File: config.mk
export PLATFORM = sky130hd
export DESIGN_NAME = alu_issue_stage
export DESIGN_NICKNAME = d
export VERILOG_FILES = /design/src/rtl/alu_pkg.sv /design/src/rtl/alu_control.sv /design/src/rtl/alu_issue_stage.sv
export SDC_FILE = /design/constraint.sdc
export NUM_CORES = 1
export LEC_CHECK = 0
export CORE_UTILIZATION = 43
export DETAILED_ROUTE_END_ITERATION = 8
export PLACE_DENSITY = 0.8
export SLEW_MARGIN = 20
export SYNTH_ARGS = -nofsm -noshare
export SYNTH_HDL_FRONTEND = slang
export SYNTH_SLANG_ARGS = --single-unit
File: constraint.sdc
create_clock -name clk -period 1.6 [get_ports clk]
set_clock_uncertainty 0.2 [all_clocks]
set_input_delay 0.32 -clock clk [delete_from_list [all_inputs] [get_ports clk]]
set_output_delay 0.32 -clock clk [all_outputs]
set_load 0.005 [all_outputs]
File: src/rtl/alu_pkg.sv
// -----------------------------------------------------------------------------
// alu_pkg
// Shared definitions for the ALU issue stage: operand widths, the 4-bit ALU
// control codes, the main-decoder ALUOp classes and the packed entry that is
// held in the issue stage's main and skid registers.
// -----------------------------------------------------------------------------
package alu_pkg;

   localparam int XLEN = 64;
   localparam int RD_W = 5;

   // ALU control codes understood by the downstream ALU.
   localparam logic [3:0] ALU_AND = 4'b0000;
   localparam logic [3:0] ALU_OR  = 4'b0001;
   localparam logic [3:0] ALU_ADD = 4'b0010;
   localparam logic [3:0] ALU_SUB = 4'b0110;
   localparam logic [3:0] ALU_NOR = 4'b1100;

   // Main-decoder ALUOp classes.
   localparam logic [1:0] ALUOP_MEM    = 2'b00;
   localparam logic [1:0] ALUOP_BRANCH = 2'b01;
   localparam logic [1:0] ALUOP_RTYPE  = 2'b10;
   localparam logic [1:0] ALUOP_RSVD   = 2'b11;

   // One instruction as presented to the ALU.
   typedef struct packed {
      logic [XLEN-1:0] a;
      logic [XLEN-1:0] b;
      logic [3:0]      aluop;
      logic [RD_W-1:0] rd;
      logic            reg_write;
      logic            illegal;
   } issue_entry_t;

endpackage

File: src/rtl/alu_control.sv
// -----------------------------------------------------------------------------
// alu_control
// Purely combinational ALU control decode: maps main-decoder ALUOp plus
// funct3/funct7[5] onto the 4-bit ALU code, flagging unsupported combinations.
//
// Ports:
//   alu_op2_i  - main-decoder ALUOp class
//   funct3_i   - instruction funct3
//   funct7_5_i - instruction bit 30
//   aluop_o    - 4-bit ALU control code (ADD for illegal combinations)
//   illegal_o  - 1 when the combination is not supported
// -----------------------------------------------------------------------------
module alu_control
   import alu_pkg::*;
(
   input  logic [1:0] alu_op2_i,
   input  logic [2:0] funct3_i,
   input  logic       funct7_5_i,
   output logic [3:0] aluop_o,
   output logic       illegal_o
);

   always_comb begin
      // NOTE: defaults first so every path assigns both outputs (no latches).
      aluop_o   = ALU_ADD;
      illegal_o = 1'b0;
      unique case (alu_op2_i)
         ALUOP_MEM:    aluop_o = ALU_ADD;
         ALUOP_BRANCH: aluop_o = ALU_SUB;
         ALUOP_RTYPE: begin
            unique case (funct3_i)
               3'b000:  aluop_o = funct7_5_i ? ALU_SUB : ALU_ADD;
               3'b111:  aluop_o = ALU_AND;
               3'b110:  aluop_o = ALU_OR;
               default: illegal_o = 1'b1;
            endcase
         end
         ALUOP_RSVD:   illegal_o = 1'b1;
         default:      illegal_o = 1'b1;
      endcase
   end

endmodule

File: src/rtl/alu_issue_stage.sv
// -----------------------------------------------------------------------------
// alu_issue_stage
// Registered issue stage in front of the 64-bit ALU. Captures decoded fields
// and register-file data, decodes the ALU control code, selects operand B and
// presents the entry to the ALU over a valid/ready handshake. A main register
// drives the outputs and a skid register absorbs the one extra entry that may
// arrive while in_ready (a pure register output) is still high.
//
// Ports:
//   clk, rst_n       - clock (rising edge), synchronous active-low reset
//   flush            - discard all held entries and the same-cycle input
//   in_valid/ready   - upstream handshake; in_ready is registered
//   in_rs1_data      - operand a
//   in_rs2_data      - operand b when in_alu_src=0
//   in_imm           - operand b when in_alu_src=1
//   in_alu_op2       - main-decoder ALUOp
//   in_funct3        - funct3
//   in_funct7_5      - instruction bit 30
//   in_rd            - destination register
//   in_reg_write     - writeback enable
//   out_valid/ready  - downstream handshake
//   out_a, out_b     - ALU operands
//   out_aluop        - ALU control code
//   out_rd           - forwarded rd
//   out_reg_write    - forwarded writeback enable (0 when illegal)
//   out_illegal      - unsupported op combination
//
// XLEN/RD_W must match alu_pkg, since the held entry type comes from there.
// -----------------------------------------------------------------------------
module alu_issue_stage
   import alu_pkg::*;
#(
   parameter int XLEN = alu_pkg::XLEN,
   parameter int RD_W = alu_pkg::RD_W
) (
   input  logic            clk,
   input  logic            rst_n,
   input  logic            flush,
   input  logic            in_valid,
   output logic            in_ready,
   input  logic [XLEN-1:0] in_rs1_data,
   input  logic [XLEN-1:0] in_rs2_data,
   input  logic [XLEN-1:0] in_imm,
   input  logic            in_alu_src,
   input  logic [1:0]      in_alu_op2,
   input  logic [2:0]      in_funct3,
   input  logic            in_funct7_5,
   input  logic [RD_W-1:0] in_rd,
   input  logic            in_reg_write,
   output logic            out_valid,
   input  logic            out_ready,
   output logic [XLEN-1:0] out_a,
   output logic [XLEN-1:0] out_b,
   output logic [3:0]      out_aluop,
   output logic [RD_W-1:0] out_rd,
   output logic            out_reg_write,
   output logic            out_illegal
);

   issue_entry_t main_q, main_d;
   issue_entry_t skid_q, skid_d;
   logic         main_valid_q, main_valid_d;
   logic         skid_valid_q, skid_valid_d;
   logic         in_ready_q, in_ready_d;

   logic         accept;
   logic         drain_ok;
   logic [3:0]   ctrl_aluop;
   logic         ctrl_illegal;
   issue_entry_t new_entry;

   // Single decoder shared by both storage registers: decode happens at capture.
   alu_control u_alu_control (
      .alu_op2_i  (in_alu_op2),
      .funct3_i   (in_funct3),
      .funct7_5_i (in_funct7_5),
      .aluop_o    (ctrl_aluop),
      .illegal_o  (ctrl_illegal)
   );

   always_comb begin
      new_entry.a         = in_rs1_data;
      new_entry.b         = in_alu_src ? in_imm : in_rs2_data;
      new_entry.aluop     = ctrl_aluop;
      new_entry.rd        = in_rd;
      new_entry.reg_write = in_reg_write & ~ctrl_illegal;
      new_entry.illegal   = ctrl_illegal;
   end

   assign accept   = in_valid & in_ready_q;
   // Main can take a new value when empty or when its entry leaves this cycle.
   assign drain_ok = ~main_valid_q | out_ready;

   always_comb begin
      main_d       = main_q;
      skid_d       = skid_q;
      main_valid_d = main_valid_q;
      skid_valid_d = skid_valid_q;

      if (flush) begin
         // Data is left as is; only validity matters once flushed.
         main_valid_d = 1'b0;
         skid_valid_d = 1'b0;
      end else if (drain_ok) begin
         if (skid_valid_q) begin
            // Oldest entry moves forward; in_ready_q was 0 so accept is 0 here.
            main_d       = skid_q;
            main_valid_d = 1'b1;
            skid_valid_d = accept;
            if (accept) skid_d = new_entry;
         end else begin
            main_valid_d = accept;
            if (accept) main_d = new_entry;
         end
      end else if (accept) begin
         skid_d       = new_entry;
         skid_valid_d = 1'b1;
      end

      in_ready_d = ~skid_valid_d;
   end

   always_ff @(posedge clk) begin
      if (!rst_n) begin
         // NOTE: the two data registers are reset too, because outputs must read 0 after reset.
         main_q       <= '0;
         skid_q       <= '0;
         main_valid_q <= 1'b0;
         skid_valid_q <= 1'b0;
         in_ready_q   <= 1'b1;
      end else begin
         // NOTE: non-blocking assignments so every register samples pre-edge values.
         main_q       <= main_d;
         skid_q       <= skid_d;
         main_valid_q <= main_valid_d;
         skid_valid_q <= skid_valid_d;
         in_ready_q   <= in_ready_d;
      end
   end

   assign in_ready      = in_ready_q;
   assign out_valid     = main_valid_q;
   assign out_a         = main_q.a;
   assign out_b         = main_q.b;
   assign out_aluop     = main_q.aluop;
   assign out_rd        = main_q.rd;
   assign out_reg_write = main_q.reg_write;
   assign out_illegal   = main_q.illegal;

endmodule
==> run_results.csv <==
group,metric,value,unit
worst_setup_path,worstPathMaxFanout,6,
floorplanning,die-area,0.0284,sq mm
routing,postRouteAntennaNets,0,
logic_synthesis,synth_seq_cells,279,
clock_network,tritoncts,"built",
logic_synthesis,synthDistinctLibCells,33,
power,power_frac_comb,15.5,%
logic_synthesis,synth.area.top_cells,"dfxtp_1 47%, mux2i_1 11%, o211a_1 11%, nand2_1 11%, a21boi_0 4.5%",
cells_and_area,fin_area,0.0189,sq mm
sta,max_freq,0.540,GHz
worst_setup_path,worstSetupStartpointType,"flip-flop",
power,seq_power_share,43.9,%
power,p_leak,9.01,nW
sta,worst_slack,-0.253,ns
global_routing,grt_usage,23.1,%
logic_synthesis,syn_nets,1538,
floorplanning,die_h,168,um
sta,finalSetupViolCount,278,
routing,avgViaCountPerCell,5.59,
logic_synthesis,ys_async_sr_fraction,0,%
logic_synthesis,yosysTopAreaCellShare,46.9,%
power,sw_frac_of_total,24.7,%
cells_and_area,drive_above_1_share,32.6,%
worst_setup_path,cp-end-kind,"flip-flop",
logic_synthesis,ys.flop_type,"dfxtp_1",
routing,drtIter0Drc,758,
floorplanning,rows,60,
cells_and_area,area_delta_synth_final,59.0,%
placed_design,portBuffers,349,
floorplanning,die_w,168,um
global_routing,grt_max_degree,100,
logic_synthesis,postSynthCellCount,1325,
routing,vias,12000,
power,vdd_ir_drop_max,0.616,mV
logic_synthesis,post-synth-top-count-cell,"nand2_1",
power,p_int,12.7,mW
run,cap_violations,0,
global_routing,overflow,0,
power,netSwitchingPower,4.17,mW
sta,hold_viol,0,
outcome,failed_checks,"setup timing",
power,power_density,890,mW/mm^2
logic_synthesis,syn_area,0.0119,sq mm
cells_and_area,insertedDiodeCount,0,
sta,slew_viol_final,0,
hold_path,hp-class,"in2reg",
placed_design,placed_area,0.0162,sq mm
clock_network,cts.sinks,279,
clock_network,clock_latency,0.54,ns
logic_synthesis,yosysWarnings,0,
logic_synthesis,synth-edff-count,0,
clock_network,cts_buffers,30,
global_routing,grt_pass1_vias,10400,
clock_network,cts_max_path_buffers,3,
sta,min_period_over_period,116,%
floorplanning,io_pins,351,
logic_synthesis,yosysSeqAreaShare,46.9,%
worst_setup_path,path_class,"reg2reg",
worst_setup_path,required,1.83,ns
worst_setup_path,cp_data_arrival_time,2.08,ns
global_routing,grt_pass1_wl,53400,um
placed_design,post-place-cells,2003,
cells_and_area,nets,1962,
clock_network,cts-root-buf,"clkbuf_16",
cells_and_area,stdcell_count,2141,
placed_design,place_hpwl,23100,um
outcome,status,"finished, violations left",
sta,fin_crit,1.85,ns
floorplanning,core-area,0.0271,sq mm
sta,grt_setup_unrepaired,"yes",
clock_network,clk_pin_slew_worst_paths,0.06,ns
logic_synthesis,synthTopCellsByCount,"344 x nand2_1, 279 x dfxtp_1, 133 x mux2i_1, 133 x o211a_1, 72 x buf_2",
routing,dr.pass1.iters,8,
logic_synthesis,synth_area_leader_cell,"dfxtp_1",
global_routing,antenna_found_initial,0,
routing,drc_errors,0,
clock_network,htreeDepth,1,
power,p_clk_share,40.7,%
routing,wl_per_cell,19.8,um
floorplanning,start_util,44.0,%
logic_synthesis,syn_avg_cell_area,9.00,sq um
routing,routed_wl,42300,um
placed_design,place_congestion,0.803,
-- through the flow --
step / hold WS [ns] / util, % / total power, mW / TNS (ns) / worst slack [ns]
finish: 0.146 / 69.9 / 16.9 / -40.22 / -0.253
global route: 0.154 / 69.9 / 17.4 / -52.51 / -0.293
CTS: 0.134 / 62.5 / 16.4 / -29.63 / -0.207
detailed placement: 0.254 / 59.9 / 9.73 / -170.31 / -0.736
global placement: 0.242 / 59.9 / 9.69 / -151.67 / -0.627
floorplan: 0.234 / - / 8.36 / -1.68 / -0.0192
-- metal layers --
| layer | vias to the layer above | global-route usage, % | part of all wire, % |
|---|---|---|---|
| met2 | 579 | 39.9 | 49 |
| met1 | 5797 | 28.3 | 38 |
| met5 | - | 0 | 0 |
| li1 | 5494 | - | - |
| met4 | 0 | 7.19 | 3.6 |
| met3 | 105 | 5.80 | 8.9 |
-- power groups by stage --
| stage | clock, mW | combinational, mW | sequential (mW) |
|---|---|---|---|
| 6_report | 6.86 | 2.61 | 7.40 |
| 5_1_grt | 7.25 | 2.76 | 7.42 |
| 4_1_cts | 6.92 | 2.09 | 7.39 |
| 3_5_place_dp | 0 | 2.22 | 7.51 |
| 3_3_place_gp | 0 | 2.18 | 7.51 |
| 2_1_floorplan | 0 | 0.857 | 7.51 |
-- area by class of cell --
class | instances | area [sq um]
clock buffer | 42 | 887
clock inverter | 10 | 85.1
sequential | 279 | 5730
tap | 372 | 465
timing repair buffer | 512 | 5300
multi-input combinational | 922 | 6460
fill | 1924 | 8150
inverter | 4 | 15.0
-- worst paths after layout --
check | cells after the start | start | slack [ns] | to
setup / recovery | 7 | out_valid | -0.25 | skid_q[81]
hold / removal | 3 | in_rs1_data[7] | 0.15 | skid_q[82]
setup reg to reg | 7 | out_valid | -0.25 | skid_q[81]
hold reg to reg | 2 | skid_q[88] | 0.26 | skid_q[88]
-- state kept, by name (all words and copies together), names as in the netlist --
name,cells
out_valid,1
in_ready,1
skid_valid_q,1
skid_q,138
out_a,64
out_reg_write,1
out_illegal,1
out_rd,5
out_aluop,3
out_b,64
-- timing repair --
| item | in CTS | in global routing |
|---|---|---|
| endpoints found under the hold margin | 9 | 0 |
| gates cloned | 2 | 43 |
| setup buffers | 19 | 22 |
| resized for setup | 692 | 202 |
| endpoints found under the setup margin | 411 | 283 |
| pin swaps | 1 | 69 |
| hold buffers | 1 | 0 |
-- cells by family (layout without fill, tap and decap cells) --
kind of cell / after synthesis / after routing / synth area share, %
AND/OR/NAND/NOR: 433 / 434 / 14.2
adder cells (fa/ha/maj): 3 / 3 / 0.315
multiplexers: 133 / 133 / 11.2
flip-flops: 279 / 279 / 46.9
buffers and inverters: 125 / 568 / 4.76
other: 1 / 1 / 0.0315
AO/OA/AOI/OAI: 351 / 351 / 22.6
-- placed cells by master, fill, tap and decap left out, drive strengths merged, types with 5 or more instances in the layout --
cell and count:
mux2i 133, o211a 133, o21ai 5, o22ai 66, clkbuf 73, a21oi 71, a21boi 71, clkdlybuf4s50 207
nand2 346, clkdlybuf4s15 7, dfxtp 279, nand3 6, nor2 65, inv 5, buf 266, clkinv 7
-- critical path, stage by stage, from the launching register on --
cell       delay [ns]
dfxtp_2          0.32
and2b_2          0.25
o2111a_4         0.33
buf_4            0.17
clkbuf_16        0.17
clkbuf_16        0.16
nand2_1          0.07
a21boi_1         0.08
(Power assumes the default switching activity.)
